`config.mk`:
```
export PLATFORM = sky130hd
export DESIGN_NAME = fetch_unit_flat
export DESIGN_NICKNAME = d
export VERILOG_FILES = /design/src/rtl/fetch_unit_if.sv /design/src/rtl/fetch_unit.sv /design/src/flat_wrapper.sv
export SDC_FILE = /design/constraint.sdc
export NUM_CORES = 1
export LEC_CHECK = 0
export ABC_AREA = 1
export ABC_CLOCK_PERIOD_IN_PS = 4000
export BUFFER_PORTS_ARGS = -buffer_cell sky130_fd_sc_hd__buf_4
export CORE_ASPECT_RATIO = 2
export CORE_UTILIZATION = 56
export CTS_CLUSTER_DIAMETER = 80
export CTS_CLUSTER_SIZE = 10
export DETAILED_ROUTE_END_ITERATION = 8
export PLACE_DENSITY = 0.86
export SYNTH_ARGS = -nofsm -noshare
export SYNTH_HDL_FRONTEND = slang
export SYNTH_SLANG_ARGS = --single-unit
```
`constraint.sdc`:
```
create_clock -name clk -period 4 [get_ports clk]
set_input_delay 0.2 -clock clk [delete_from_list [all_inputs] [get_ports clk]]
set_output_delay 0.2 -clock clk [all_outputs]
set_load 0.05 [all_outputs]
```
`src/rtl/fetch_unit_if.sv`:
```
// -----------------------------------------------------------------------------
// fetch_unit_if -- instruction memory read bus used by fetch_unit.
//
// Signals
//   imem_req    request, held high until acknowledged  (master -> slave)
//   imem_addr   16-bit word address, stable with req   (master -> slave)
//   imem_ack    acknowledge, data valid in same cycle  (slave  -> master)
//   imem_rdata  32-bit instruction word                 (slave  -> master)
// -----------------------------------------------------------------------------
interface fetch_unit_if;
    logic        imem_req;
    logic [15:0] imem_addr;
    logic        imem_ack;
    logic [31:0] imem_rdata;

    modport master (
        output imem_req,
        output imem_addr,
        input  imem_ack,
        input  imem_rdata
    );

    modport slave (
        input  imem_req,
        input  imem_addr,
        output imem_ack,
        output imem_rdata
    );
endinterface

```
`src/rtl/fetch_unit.sv`:
```
// -----------------------------------------------------------------------------
// fetch_unit -- program counter, instruction fetch FSM, instruction register
// and status register.
//
// Ports
//   clk, rst_f          clock and asynchronous active-high reset
//   fetch_req           one-cycle strobe: start a fetch (honoured in IDLE only)
//   br_load/br_rel/br_addr  one-cycle PC load; relative (pc+br_addr) or absolute
//   stat_en/alu_flags   status register load
//   imem                instruction memory bus (master side)
//   ir, opcode, mm      instruction register and its top two nibbles
//   stat, pc            status register, program counter
//   ir_valid            one-cycle pulse when ir has just been loaded
//   busy                FSM not in IDLE
//   halted              sticky: a HLT (opcode 4'hF) has been fetched
// -----------------------------------------------------------------------------
module fetch_unit #(
    parameter logic [15:0] RESET_PC = 16'h0000
) (
    input  logic                clk,
    input  logic                rst_f,
    input  logic                fetch_req,
    input  logic                br_load,
    input  logic                br_rel,
    input  logic [15:0]         br_addr,
    input  logic                stat_en,
    input  logic [3:0]          alu_flags,
    fetch_unit_if.master        imem,
    output logic [31:0]         ir,
    output logic [3:0]          opcode,
    output logic [3:0]          mm,
    output logic [3:0]          stat,
    output logic [15:0]         pc,
    output logic                ir_valid,
    output logic                busy,
    output logic                halted
);

    localparam logic [3:0] OP_HLT = 4'hF;

    typedef enum logic [1:0] {IDLE, REQ, DONE} state_t;

    state_t      state_q, state_d;
    logic [15:0] pc_q, pc_d;
    logic [31:0] ir_q, ir_d;
    logic [3:0]  stat_q, stat_d;
    logic        halted_q, halted_d;
    logic        br_pend_q, br_pend_d;
    logic [15:0] br_tgt_q, br_tgt_d;

    // Branch target from the current pc; the 16-bit add wraps naturally.
    logic [15:0] br_target;
    assign br_target = br_rel ? (pc_q + br_addr) : br_addr;

    always_comb begin
        // NOTE: every signal gets its hold value first so no path through the
        // case statement can leave one unassigned and infer a latch.
        state_d   = state_q;
        pc_d      = pc_q;
        ir_d      = ir_q;
        halted_d  = halted_q;
        br_pend_d = br_pend_q;
        br_tgt_d  = br_tgt_q;
        // Status load is independent of the fetch FSM.
        stat_d    = stat_en ? alu_flags : stat_q;

        unique case (state_q)
            IDLE: begin
                // A branch in the same cycle as fetch_req lands first, so the
                // fetch addresses the new pc.
                if (br_load) pc_d = br_target;
                if (fetch_req && !halted_q) state_d = REQ;
            end
            REQ: begin
                // pc must stay put while the address is on the bus, so a
                // branch here is parked; a later one overwrites it.
                if (br_load) begin
                    br_pend_d = 1'b1;
                    br_tgt_d  = br_target;
                end
                if (imem.imem_ack) begin
                    ir_d      = imem.imem_rdata;
                    br_pend_d = 1'b0;
                    // A branch arriving with the ack is the newest one.
                    if (br_load)        pc_d = br_target;
                    else if (br_pend_q) pc_d = br_tgt_q;
                    else                pc_d = pc_q + 16'd1;
                    if (imem.imem_rdata[31:28] == OP_HLT) halted_d = 1'b1;
                    state_d = DONE;
                end
            end
            DONE: begin
                if (br_load) pc_d = br_target;
                state_d = IDLE;
            end
            default: state_d = IDLE;
        endcase
    end

    // NOTE: sequential state uses non-blocking assignments so every flop
    // samples its _d value from before the edge.
    always_ff @(posedge clk or posedge rst_f) begin
        if (rst_f) begin
            state_q   <= IDLE;
            pc_q      <= RESET_PC;
            ir_q      <= '0;
            stat_q    <= '0;
            halted_q  <= 1'b0;
            br_pend_q <= 1'b0;
            br_tgt_q  <= '0;
        end else begin
            state_q   <= state_d;
            pc_q      <= pc_d;
            ir_q      <= ir_d;
            stat_q    <= stat_d;
            halted_q  <= halted_d;
            br_pend_q <= br_pend_d;
            br_tgt_q  <= br_tgt_d;
        end
    end

    // Outputs decode straight from registers, so reset clears them at once.
    assign imem.imem_req  = (state_q == REQ);
    assign imem.imem_addr = pc_q;
    assign ir             = ir_q;
    assign opcode         = ir_q[31:28];
    assign mm             = ir_q[27:24];
    assign stat           = stat_q;
    assign pc             = pc_q;
    assign ir_valid       = (state_q == DONE);
    assign busy           = (state_q != IDLE);
    assign halted         = halted_q;

endmodule

```
`src/flat_wrapper.sv`:
```
// flat-port wrapper written by rule: the top's interface ports become plain ports
module fetch_unit_flat 
#(
    parameter logic [15:0] RESET_PC = 16'h0000
)
  (clk, rst_f, fetch_req, br_load, br_rel, br_addr, stat_en, alu_flags, ir, opcode, mm, stat, pc, ir_valid, busy, halted, imem_imem_req, imem_imem_addr, imem_imem_ack, imem_imem_rdata);
  fetch_unit_if imem_i ();
  input  logic clk;
  input  logic rst_f;
  input  logic fetch_req;
  input  logic br_load;
  input  logic br_rel;
  input  logic [15:0] br_addr;
  input  logic stat_en;
  input  logic [3:0] alu_flags;
  output logic [31:0] ir;
  output logic [3:0] opcode;
  output logic [3:0] mm;
  output logic [3:0] stat;
  output logic [15:0] pc;
  output logic ir_valid;
  output logic busy;
  output logic halted;
  output wire logic [$bits(imem_i.imem_req)-1:0] imem_imem_req;
  output wire logic [$bits(imem_i.imem_addr)-1:0] imem_imem_addr;
  input wire logic [$bits(imem_i.imem_ack)-1:0] imem_imem_ack;
  input wire logic [$bits(imem_i.imem_rdata)-1:0] imem_imem_rdata;
  assign imem_imem_req = imem_i.imem_req;
  assign imem_imem_addr = imem_i.imem_addr;
  assign imem_i.imem_ack = imem_imem_ack;
  assign imem_i.imem_rdata = imem_imem_rdata;
  fetch_unit #(.RESET_PC(RESET_PC)) u_core (.clk(clk), .rst_f(rst_f), .fetch_req(fetch_req), .br_load(br_load), .br_rel(br_rel), .br_addr(br_addr), .stat_en(stat_en), .alu_flags(alu_flags), .imem(imem_i), .ir(ir), .opcode(opcode), .mm(mm), .stat(stat), .pc(pc), .ir_valid(ir_valid), .busy(busy), .halted(halted));
endmodule
```
==> flow_summary.ini <==
[drt]
vias_per_cell = 5.37
drc = 0
first_pass_iters = 5
routed_wl_mm = 12.9
route.vias.total = 4652
wl_per_cell_um = 14.9
ant_nets = 0
drt_iter0_markers = 247

[pwr]
p_int_w = 0.00186
ir_drop_mv = 0.329
seqPwrFrac = 0.306
power_leakage_nw = 3.38
p_clk_frac = 0.312
switching_share = 0.397
pwr_density_cell_mw_per_mm2 = 526
p_switching_w = 0.00123
combPwrFrac = 0.382

[final_layout]
ff_latch_area_mm2 = 0.00180
postLayoutCellArea_mm2 = 0.00587
post_route_cells_drive_above_1_share = 0.226
nNetsFinal = 842
area_growth_pct = 27.5
fillerInstances = 605
fin_cells = 866
multi_input_area_mm2 = 0.00231
diodes = 0

[sta]
fin_crit_sh = 0.587
fin_crit_ps = 2350
clock_skew_ps = 6.24
rsz0062_at_grt = false
timing.fmax_mhz = 426
setup_tns_ps = 0
max_slew_margin = 0.450
finalSetupViolations = 0
hold_viol = 0
slew_violations = 0
worstMarginPinSlew_ps = 824

[clock_network]
clk_path_buf_depth = 2
htreeDepth = 3
clkSinkCount = 72
numCtsBuffers = 9
cts_resized = 0
clk_pin_slew_ps = 60
clk_latency_ps = 330
root_buffer = clkbuf_16
cts_tree = built

[setup_path]
worst_setup_path_end_kind = flip-flop
worstSetupPathType = flip-flop to flip-flop
cp_max_fo = 37
ff2ff_setup_slack_ps = 1650
r2r_cells = 6
r2r_end = u_core.halted
startpoint_type = flip-flop
cp.arrival_ps = 2550
r2r-start = u_core.state_q[0]
cp.required_ps = 4210

[run]
maxCapViolCount = 0

[floorplan]
die_w_um = 66.1
die_y_um = 130
start_util = 0.580
core_mm2 = 0.00794
dieArea_mm2 = 0.00862
std_cell_rows = 46
pin_count = 139

[logic_synthesis]
synth_edf_count = 0
netlist_instances = 657
yosysMostFrequentCell = nand2_1
yosys_warnings = 0
yosys-top-cells-count = 291 x nand2_1, 72 x dfrtp_1, 58 x inv_1, 43 x nand3_1, 39 x a21oi_1
netlist_area_mm2 = 0.00461
synth_top_flop_cell = dfrtp_1
synthTopCellsByArea = dfrtp_1 39%, nand2_1 24%, inv_1 4.7%, nand3_1 4.7%, ha_1 4.3%
synth-seq-cells = 72
ys_seq_area_frac = 0.391
synthArstFlopShare = 1.00
synth_area_per_cell_um2 = 7.01
synth_fp_nets = 733
synth_top_area_share = 0.391
synth_top_area_cell = dfrtp_1
synth.distinct_cells = 36

[placement]
gp_congestion = 0.859
placed_area_mm2 = 0.00551
port-buffer-count = 138
place_hpwl_mm = 9.60
placed_cells = 850

[global_routing]
grt_pass1_wl_mm = 20.8
grt_max_degree = 42
track_usage = 0.318
overflow = 0
grt_antenna_before_repair = 0
grt_pass1_vias = 4618

[hold_path]
hp-class = input pin to flip-flop
hold_depth = 3
worstHoldStart = imem_imem_rdata[25]
hold_path_end = u_core.ir[25]

[status]
status = finished, final reports clean
-- per-layer routing --
| layer | GRT usage | routed length (um) | vias up |
|---|---|---|---|
| li1 | - | - | 2257 |
| met1 | 0.327 | 4630 | 2153 |
| met2 | 0.576 | 7100 | 209 |
| met3 | 0.0656 | 778 | 33 |
| met4 | 0.188 | 410 | 0 |
| met5 | 0 | 0 | - |
-- through the flow --
step                      setup slack (ps)  hold slack [ps]   util  total power (W)
after floorplan                       1870              301      -          0.00181
after global placement                1820              333  0.693          0.00209
after detailed placement              1680              349  0.693          0.00212
after CTS                             1660             59.1  0.739          0.00309
after global routing                  1320             64.9  0.739          0.00324
final                                 1650             63.3  0.739          0.00309
-- state kept, by name (all words and copies together) (netlist names) --
register / flops
u_core.ir: 32
u_core.br_tgt_q: 16
u_core.imem.imem_addr: 16
u_core.stat: 4
u_core.state_q: 2
u_core.br_pend_q: 1
u_core.halted: 1
-- power by group through the flow --
stage                     sequential [W]  combinational (W)  clock (W)
after floorplan                  0.00114           0.000675          0
after global placement          0.000941            0.00115          0
after detailed placement        0.000948            0.00117          0
after CTS                       0.000939            0.00118   0.000971
after global routing            0.000953            0.00128    0.00100
final                           0.000945            0.00118   0.000964
-- placed cells by master (no fill, tap or decap), types with 2 or more instances in the layout --
cell       Yosys  layout
nand2_1      291     291
nor2_1        23      23
nand2_2        3       3
and2_1         2       2
o21ai_0       23      23
bufinv_16      0       4
clkbuf_16      0       9
mux2_2         4       4
xor2_1         4       4
dfrtp_1       72      72
xnor2_1        8       8
inv_1         58      57
buf_4         24     139
nand3_1       43      43
inv_2          4       5
ha_1          16      16
nor2_4         4       4
o21a_1         3       3
o211ai_1       3       3
a21oi_1       39      39
nand4_1        2       2
-- worst max-delay path by stage --
stage / start / endpoint / slack [ps] / cells past startpoint
global route: u_core.state_q[0] / u_core.halted / 1320 / 6
detailed placement: u_core.state_q[0] / u_core.halted / 1680 / 6
floorplan: u_core.imem.imem_addr[0] / u_core.imem.imem_addr[6] / 1870 / 12
finish: u_core.state_q[0] / u_core.halted / 1650 / 6
global placement: u_core.state_q[1] / u_core.halted / 1820 / 5
CTS: u_core.state_q[0] / u_core.halted / 1660 / 6
-- cell type report --
type / count / share of cell area
clock buffer: 9 / 0.0383
clock inverter: 6 / 0.0226
inverter: 62 / 0.0396
multi-input combinational: 481 / 0.393
sequential: 72 / 0.307
tap: 96 / 0.0205
timing repair buffer: 140 / 0.179
-- cell families (layout without fill, tap and decap cells) --
logic type      Yosys count  after routing  synth area share
simple gates            375            375             0.335
compound gates           73             73            0.0850
mux                       4              4           0.00977
xor+xnor                 12             12            0.0228
flops                    72             72             0.391
buf+inv                 104            217             0.108
fa+ha+maj                17             17            0.0478
-- worst max-delay path, cell delays in order, from the launching register on --
cell and delay [ps]:
dfrtp_1 370, inv_2 80, nor2_4 130, nand2_2 390
inv_1 780, nand2_1 150, o41ai_1 310
-- what timing repair did --
item,4_1_cts,5_1_grt
hold endpoints to repair,26,0
setup buffers,0,0
hold buffers,1,0
No activity file was read; power rests on OpenSTA's default activity.
